[src/rtl/config_stream_loader_if.sv]
// -----------------------------------------------------------------------------
// config_stream_loader_if
// Word-fetch handshake between an upstream configuration buffer and the
// config_stream_loader.
//
// Signals:
//   word_in    [WORD_W] configuration word offered by the buffer
//   word_valid           word_in is valid
//   word_ready           loader accepts word_in this cycle
//
// Modports:
//   master : upstream buffer (drives word_in / word_valid)
//   slave  : loader          (drives word_ready)
// -----------------------------------------------------------------------------
interface config_stream_loader_if #(
   parameter int WORD_W = 32
) ();

   logic [WORD_W-1:0] word_in;
   logic              word_valid;
   logic              word_ready;

   modport master (
      output word_in,
      output word_valid,
      input  word_ready
   );

   modport slave (
      input  word_in,
      input  word_valid,
      output word_ready
   );

endinterface

[src/rtl/config_stream_loader.sv]
// -----------------------------------------------------------------------------
// config_stream_loader
// Serialises a PE block configuration bitstream into the block's config_in
// scan chain. Words are fetched from an upstream buffer over a valid/ready
// handshake and shifted out LSB first, one bit per cycle, with a shift strobe
// the chain uses as its clock enable. Exactly CHAIN_LEN bits are shifted per
// load; leftover upper bits of the final word are dropped. A one-cycle done
// pulse closes every completed load.
//
// Parameters:
//   WORD_W    width of fetched configuration words
//   CHAIN_LEN total bits in the downstream chain (>= 1)
//   CNT_W     bit counter width, 2**CNT_W > CHAIN_LEN
//
// Ports:
//   clk           rising-edge clock
//   reset         synchronous active-high reset, overrides everything
//   start         one-cycle load request, honoured only when idle
//   word_if       slave side of the word-fetch handshake
//   config_bit    serial bit to the chain's config_in
//   config_shift  chain shift enable, high on every cycle a bit is presented
//   busy          high whenever a load is in progress (incl. done cycle)
//   done          one-cycle pulse after the last bit
//   bits_sent     bits shifted in the current or most recent load
// -----------------------------------------------------------------------------
module config_stream_loader #(
   parameter int WORD_W    = 32,
   parameter int CHAIN_LEN = 37,
   parameter int CNT_W     = 16
) (
   input  logic                   clk,
   input  logic                   reset,
   input  logic                   start,
   config_stream_loader_if.slave  word_if,
   output logic                   config_bit,
   output logic                   config_shift,
   output logic                   busy,
   output logic                   done,
   output logic [CNT_W-1:0]       bits_sent
);

   // In-word counter must be able to hold the value WORD_W itself.
   localparam int WC_W = $clog2(WORD_W + 1);

   localparam logic [CNT_W-1:0] LP_CHAIN_LEN = CNT_W'(CHAIN_LEN);
   localparam logic [WC_W-1:0]  LP_WORD_W    = WC_W'(WORD_W);

   typedef enum logic [1:0] {
      ST_IDLE  = 2'd0,
      ST_FETCH = 2'd1,
      ST_SHIFT = 2'd2,
      ST_DONE  = 2'd3
   } state_t;

   state_t              r_state;
   state_t              w_state_next;

   logic [WORD_W-1:0]   r_shreg;
   logic [WORD_W-1:0]   w_shreg_next;
   logic [WC_W-1:0]     r_word_cnt;
   logic [WC_W-1:0]     w_word_cnt_next;
   logic [WC_W-1:0]     w_word_cnt_inc;
   logic [CNT_W-1:0]    r_bits_sent;
   logic [CNT_W-1:0]    w_bits_sent_next;
   logic [CNT_W-1:0]    w_bits_sent_inc;

   logic                r_config_bit;
   logic                r_config_shift;
   logic                r_done;

   assign w_word_cnt_inc  = r_word_cnt + WC_W'(1);
   assign w_bits_sent_inc = r_bits_sent + CNT_W'(1);

   // -------------------------------------------------------------------------
   // Next-state / datapath decode
   // -------------------------------------------------------------------------
   always_comb begin
      w_state_next     = r_state;
      w_shreg_next     = r_shreg;
      w_word_cnt_next  = r_word_cnt;
      w_bits_sent_next = r_bits_sent;

      case (r_state)
         ST_IDLE: begin
            if (start) begin
               w_state_next     = ST_FETCH;
               w_bits_sent_next = '0;
            end
         end

         ST_FETCH: begin
            // word_ready is a pure function of state, so the handshake
            // completes whenever the buffer offers a word here.
            if (word_if.word_valid) begin
               w_shreg_next    = word_if.word_in;
               w_word_cnt_next = '0;
               w_state_next    = ST_SHIFT;
            end
         end

         ST_SHIFT: begin
            w_shreg_next     = r_shreg >> 1;
            w_word_cnt_next  = w_word_cnt_inc;
            w_bits_sent_next = w_bits_sent_inc;
            // Chain end is tested first: when the chain length is an exact
            // multiple of WORD_W the load must finish rather than fetch a
            // word that will never be shifted.
            if (w_bits_sent_inc == LP_CHAIN_LEN) begin
               w_state_next = ST_DONE;
            end else if (w_word_cnt_inc == LP_WORD_W) begin
               w_state_next = ST_FETCH;
            end
         end

         ST_DONE: begin
            w_state_next = ST_IDLE;
         end

         default: begin
            w_state_next = ST_IDLE;
         end
      endcase
   end

   // -------------------------------------------------------------------------
   // State and datapath registers
   // -------------------------------------------------------------------------
   always_ff @(posedge clk) begin
      if (reset) begin
         r_state        <= ST_IDLE;
         r_shreg        <= '0;
         r_word_cnt     <= '0;
         r_bits_sent    <= '0;
         r_config_bit   <= 1'b0;
         r_config_shift <= 1'b0;
         r_done         <= 1'b0;
      end else begin
         r_state        <= w_state_next;
         r_shreg        <= w_shreg_next;
         r_word_cnt     <= w_word_cnt_next;
         r_bits_sent    <= w_bits_sent_next;
         // Chain-facing outputs come straight from flops so the shift enable
         // is glitch-free. They are loaded from the values the datapath takes
         // on the same edge, so during a SHIFT cycle config_bit equals the
         // current shift register LSB.
         r_config_shift <= (w_state_next == ST_SHIFT);
         r_config_bit   <= (w_state_next == ST_SHIFT) ? w_shreg_next[0] : 1'b0;
         r_done         <= (w_state_next == ST_DONE);
      end
   end

   // -------------------------------------------------------------------------
   // Outputs
   // -------------------------------------------------------------------------
   assign word_if.word_ready = (r_state == ST_FETCH);
   assign busy               = (r_state != ST_IDLE);
   assign config_bit         = r_config_bit;
   assign config_shift       = r_config_shift;
   assign done               = r_done;
   assign bits_sent          = r_bits_sent;

endmodule

[src/flat_wrapper.sv]
// flat-port wrapper written by rule: the top's interface ports become plain ports
module config_stream_loader_flat 
#(
   parameter int WORD_W    = 32,
   parameter int CHAIN_LEN = 37,
   parameter int CNT_W     = 16
)
  (clk, reset, start, config_bit, config_shift, busy, done, bits_sent, word_if_word_in, word_if_word_valid, word_if_word_ready);
  config_stream_loader_if #(.WORD_W(WORD_W)) word_if_i ();
  input  logic clk;
  input  logic reset;
  input  logic start;
  output logic config_bit;
  output logic config_shift;
  output logic busy;
  output logic done;
  output logic [CNT_W-1:0] bits_sent;
  input wire logic [$bits(word_if_i.word_in)-1:0] word_if_word_in;
  input wire logic [$bits(word_if_i.word_valid)-1:0] word_if_word_valid;
  output wire logic [$bits(word_if_i.word_ready)-1:0] word_if_word_ready;
  assign word_if_i.word_in = word_if_word_in;
  assign word_if_i.word_valid = word_if_word_valid;
  assign word_if_word_ready = word_if_i.word_ready;
  config_stream_loader #(.WORD_W(WORD_W), .CHAIN_LEN(CHAIN_LEN), .CNT_W(CNT_W)) u_core (.clk(clk), .reset(reset), .start(start), .word_if(word_if_i), .config_bit(config_bit), .config_shift(config_shift), .busy(busy), .done(done), .bits_sent(bits_sent));
endmodule
[config.mk]
export PLATFORM = sky130hd
export DESIGN_NAME = config_stream_loader_flat
export DESIGN_NICKNAME = d
export VERILOG_FILES = /design/src/rtl/config_stream_loader_if.sv /design/src/rtl/config_stream_loader.sv /design/src/flat_wrapper.sv
export SDC_FILE = /design/constraint.sdc
export NUM_CORES = 1
export LEC_CHECK = 0
export ABC_AREA = 1
export BUFFER_PORTS_ARGS = -buffer_cell sky130_fd_sc_hd__buf_4
export CAP_MARGIN = 20
export CORE_MARGIN = 5
export CORE_UTILIZATION = 35
export CTS_CLUSTER_DIAMETER = 30
export DETAILED_ROUTE_END_ITERATION = 8
export PLACE_DENSITY_LB_ADDON = 0.15
export SLEW_MARGIN = 15
export SYNTH_ARGS = -nofsm -noshare
export SYNTH_HDL_FRONTEND = slang
export SYNTH_SLANG_ARGS = --single-unit
export TNS_END_PERCENT = 1
[constraint.sdc]
create_clock -name clk -period 4.39 [get_ports clk]
set_clock_uncertainty 0.05 [all_clocks]
set_input_delay 1.0975 -clock clk [delete_from_list [all_inputs] [get_ports clk]]
set_output_delay 1.0975 -clock clk [all_outputs]
set_load 0.03 [all_outputs]
==> results of run 1 <==
[metal layers]
metal / part of all wire [%] / wire length, um / track usage [%] / vias to the layer above
li1: - / - / - / 1504
met1: 50 / 3670 / 19.51 / 1254
met2: 44 / 3189 / 22.48 / 49
met3: 4.3 / 312 / 3.375 / 12
met4: 2.0 / 147 / 7.157 / 0
met5: 0 / 0 / 0 / -
[per-stage QoR]
stage                     cell area (um2)  setup slack, ns
after CTS                            3682            1.889
after global routing                 3682            1.663
after floorplan                      2933            2.249
after detailed placement             3456            1.537
final                                3682            1.901
after global placement               3445            1.448
[cell families (layout without fill, tap and decap cells)]
family                   after synthesis  in the layout
buffers and inverters                 48            107
AND/OR/NAND/NOR                      246            246
flip-flops                            59             59
XOR/XNOR                               4              4
AO/OA/AOI/OAI                         67             67
adder cells (fa/ha/maj)                6              6
[where the power goes]
group	leakage [nW]	switching (W)	internal, W
sequential	0.476	0.00000884	0.000549
clock	0.108	0.000225	0.000335
combinational	0.790	0.000100	0.0000563
total	1.37	0.000334	0.000940
[synth_stat cells]
cell type and n:
a211oi_1 1, ha_1 6, clkinv_1 2, o21bai_1 1, a21boi_0 1, nor2_2 5, nand2_4 1, nand3_2 4
or2_2 1, xnor2_1 1, nand3_1 20, inv_1 29, nor3_1 2, o21ai_0 6, nor2_1 22, nand4_1 5
nand2_2 6, a31oi_1 30, a221oi_1 1, buf_4 1, nor2_4 5, clkbuf_1 16, nand2_1 175, o21bai_2 1
a21oi_2 1, o21ai_1 1, xor2_1 3, a21oi_1 24, dfxtp_1 59
[cell type report]
type | count | area, um2 | share of cell area (%)
multi-input cells | 323 | 1573 | 42.71
clock buffers | 10 | 137.6 | 3.738
flip-flops and latches | 59 | 1181 | 32.08
clock inverters | 6 | 88.84 | 2.413
repair buffers | 60 | 454.2 | 12.33
inverters | 31 | 116.4 | 3.160
well taps | 105 | 131.4 | 3.568
[sequential cells by signal, summed over array words and instances (netlist names)]
name / count
u_core.r_shreg: 32
u_core.r_word_cnt: 6
u_core.r_state: 2
u_core.bits_sent: 16
u_core.config_bit: 1
u_core.config_shift: 1
u_core.done: 1
[worst max-delay path, delay by kind of cell, from the launching register on]
kind / cells / cell delay, ns
fa+ha+maj: 1 / 0.24
buf+inv: 3 / 0.37
flops: 1 / 0.40
[worst paths after layout]
kind / start / to / slack (ns) / depth (start not counted)
max: u_core.r_state[1] / busy / 1.90 / 4
min: u_core.r_shreg[31] / u_core.r_shreg[31] / 0.42 / 2
max reg2reg: u_core.r_state[1] / u_core.r_word_cnt[1] / 1.98 / 6
min reg2reg: u_core.r_shreg[31] / u_core.r_shreg[31] / 0.42 / 2
==> results.yml, run 1 <==
outcome:
  status: "complete, no violations"
logic_synthesis:
  synth_largest_area_cell: "dfxtp_1"
  synth_top_family_by_area: "simple AND/OR/NAND/NOR gates"
  synthXorXnorAreaFrac_pct: 1.195
  yosys_warnings: 0
  postSynthRegisterBits: 59
  synth_area_leaders: "dfxtp_1 (40%), nand2_1 (22%), a31oi_1 (6.4%)"
  synth_area_um2: 2933
  yosys.area_share.simple_pct: 36.26
  synth-adder-area-share_pct: 2.560
  synth_mux_area_share_pct: 0
  syn_inst: 430
  synth_compound_area_share_pct: 13.44
  syn_avg_cell_area_um2: 6.820
  synth_top_area_share_pct: 40.27
  ys_seq_area_share_pct: 40.27
  syn_nets: 472
  synth_cell_types: 29
placement:
  place_hpwl_um: 5175
  place_congestion: 0.8188
  numPortBuffers: 56
  post-place-cells: 578
cells_and_area:
  finalNetCount: 526
  fillers: 869
  final_cell_mix: "nand2_1 (175), buf_4 (59), dfxtp_1 (59)"
  layout.core_utilization_pct: 45.04
  num_antenna_cells: 0
  final_common_cell: "nand2_1"
  area_growth_pct: 25.55
  drive_above_1_share_pct: 20.86
  fin_cells: 594
global_route:
  grt_pass1_vias: 2718
  grt_overflow: 0
  grt_antenna_before_repair: 0
  grt_max_degree: 55
  grt_usage_pct: 14.71
  grt_first_pass_wirelength_um: 12220
clock_tree:
  cts_made_buffers: 9
  cts_tree: "built"
  insertion_delay_ns: 0.33
  numClockSinks: 59
  root_buffer: "clkbuf_8"
  clkTransAtPathRegs_ns: 0.07
  ctsHoldBuffers: 0
  cts_max_path_buffers: 2
  cts_resized: 0
  htreeDepth: 3
  post_cts_buffers: 0
sta:
  slew_viol_final: 0
  rsz0062_at_grt: "false"
  max_freq_mhz: 401.8
  tightest_slew_ns: 0.9867
  finalHoldViolCount: 0
  finalSetupViolCount: 0
  fin_crit_sh_pct: 56.70
  holdWs_ns: 0.4189
  max_slew_margin_pct: 33.81
  fin_crit_ns: 2.489
  tns_ns: 0
drt:
  wl_um: 7320
  routed_via_density: 4.746
  postRouteAntennaNets: 0
  vias: 2819
  firstDrtPassIters: 4
  drt_iter0_markers: 98
  drcViolationCount: 0
  wl_per_cell_um: 12.32
floorplan:
  core_area_um2: 8175
  ios: 57
  die-height_um: 101.5
  start_util_pct: 35.87
  rows: 33
  die_area_um2: 10310
  die_w_um: 101.5
critical_path:
  crit_path_end_kind: "output pin"
  slowest_stage: "dfxtp_1"
  arrival_ns: 1.34
  critPathKind: "reg -> out"
  required_ns: 3.24
  cp_cell_sequence: "inv_1 > ha_1 > inv_1 > buf_4"
  start_kind: "flop"
  crit_top_cell: "inv_1"
  cp_max_fo: 5
  cp_slowest_stage_delay_ns: 0.40
power:
  fin_total_pwr_w: 0.001274
  p_per_area_nw_per_um2: 346.0
  leakage_nw: 1.375
  irDropWorstVdd_mv: 0.2267
worst_hold_path:
  min_path_type: "reg -> reg"
flow_run:
  maxCapViolCount: 0
No activity file was read; power rests on OpenSTA's default activity.
==> run 2, diff against run 1 <==
clock period = 2.35 ns   (was 4.39 ns; I/O delays follow)
==> results.yml, run 2 (synthesis results as in run 1) <==
outcome:
  status: "complete, no violations"
flow_run:
  maxCapViolCount: 0
sta:
  rsz0062_at_grt: "false"
  holdWs_ns: 0.4153
  max_freq_mhz: 505.8
  tightest_slew_ns: 0.4546
  slew_viol_final: 0
  finalHoldViolCount: 0
  finalSetupViolCount: 0
  fin_crit_ns: 1.977
  max_slew_margin_pct: 69.51
  fin_crit_sh_pct: 84.13
  tns_ns: 0
clock_tree:
  ctsHoldBuffers: 0
  cts_max_path_buffers: 2
  cts_resized: 0
  htreeDepth: 3
  insertion_delay_ns: 0.33
  numClockSinks: 59
  post_cts_buffers: 0
  cts_made_buffers: 9
  root_buffer: "clkbuf_8"
  cts_tree: "built"
  clkTransAtPathRegs_ns: 0.06
power:
  leakage_nw: 1.383
  p_seq_share_pct: 44.4
  pwr-share-clk_pct: 42.9
  intPower_w: 0.001751
  p_sw_share_pct: 25.39
  p_sw_w: 0.0005957
  p_per_area_nw_per_um2: 637.2
  p_comb_share_pct: 12.7
  irDropWorstVdd_mv: 0.2639
drt:
  wl_met1_um: 3558
  drt_iter0_markers: 135
  wl_um: 7298
  firstDrtPassIters: 6
  drcViolationCount: 0
  wl_per_cell_um: 12.27
  vias: 2831
  highest_layer: "met4"
  wl_met3_um: 384
  postRouteAntennaNets: 0
  dr_wl_met2_um: 3249
  routed_via_density: 4.758
cells_and_area:
  final_area_um2: 3682
  final_common_cell: "nand2_1"
  regMostFlops: "u_core.r_shreg"
  drive_above_1_share_pct: 21.02
  num_antenna_cells: 0
  largest_reg_flops: 32
  final_cell_mix: "nand2_1 (175), buf_4 (62), dfxtp_1 (59)"
  area_growth_pct: 25.55
  layout.core_utilization_pct: 45.04
  finalNetCount: 528
floorplan:
  die-height_um: 101.5
  ios: 57
  die_area_um2: 10310
  die_w_um: 101.5
  rows: 33
  start_util_pct: 35.87
  core_area_um2: 8175
global_route:
  grt_pass1_vias: 2607
  grt_max_degree: 37
  grt_first_pass_wirelength_um: 12190
  grt_usage_pct: 14.77
  grt_antenna_before_repair: 0
  grt_overflow: 0
critical_path:
  critPathKind: "reg -> out"
  cp_max_fo: 5
  start_kind: "flop"
  required_ns: 1.71
  arrival_ns: 1.34
  crit_path_end_kind: "output pin"
placement:
  placed_area_um2: 3467
  place_hpwl_um: 5224
  numPortBuffers: 56
  place_congestion: 0.8340
worst_hold_path:
  min_path_type: "reg -> reg"
## run 2: cell types whose count changed in the layout (fill, tap and decap cells not counted)
cell,change
clkinv_2,+1
buf_4,+3
clkinv_4,-1
buf_6,-1
clkinvlp_4,-1
## run 2: critical path: stages, from the launching register on
cell     delay (ns)
dfxtp_1        0.39
inv_1          0.10
ha_1           0.24
inv_1          0.11
buf_4          0.17
## run 2: final timing paths
kind	slack (ns)	start	to	cells after the start
setup reg to reg	0.39	u_core.bits_sent[1]	u_core.config_bit	13
hold reg to reg	0.42	u_core.r_word_cnt[3]	u_core.r_word_cnt[3]	2
setup / recovery	0.37	u_core.r_state[1]	busy	4
hold / removal	0.42	u_core.r_word_cnt[3]	u_core.r_word_cnt[3]	2
## run 2: layout make-up
type | instances | area (um2)
tap | 105 | 131.4
fill | 854 | 4493
multi-input combinational | 323 | 1573
inverter | 31 | 116.4
timing repair buffer | 62 | 465.4
sequential | 59 | 1181
clock inverter | 5 | 77.57
clock buffer | 10 | 137.6
## run 2: metrics by stage
step	instances	setup WS (ns)	total power (W)
after global placement	580	0.5175	0.001362
after floorplan	430	0.3674	0.001244
after detailed placement	580	0.4271	0.001364
after global routing	595	0.1336	0.002468
final	595	0.3729	0.002346
after CTS	595	0.3530	0.002383
## run 2: layer usage
metal	vias up	track usage, %
met1	1267	20.23
li1	1500	-
met2	56	22.08
met3	8	3.306
met4	0	6.748
met5	-	0
## run 2: power by group through the flow
| stage | combinational [W] | clock, W | sequential, W |
|---|---|---|---|
| after floorplan | 0.000176 | 0 | 0.00107 |
| after global placement | 0.000298 | 0 | 0.00106 |
| after detailed placement | 0.000300 | 0 | 0.00106 |
| after CTS | 0.000301 | 0.00104 | 0.00104 |
| after global routing | 0.000333 | 0.00109 | 0.00104 |
| final | 0.000297 | 0.00101 | 0.00104 |
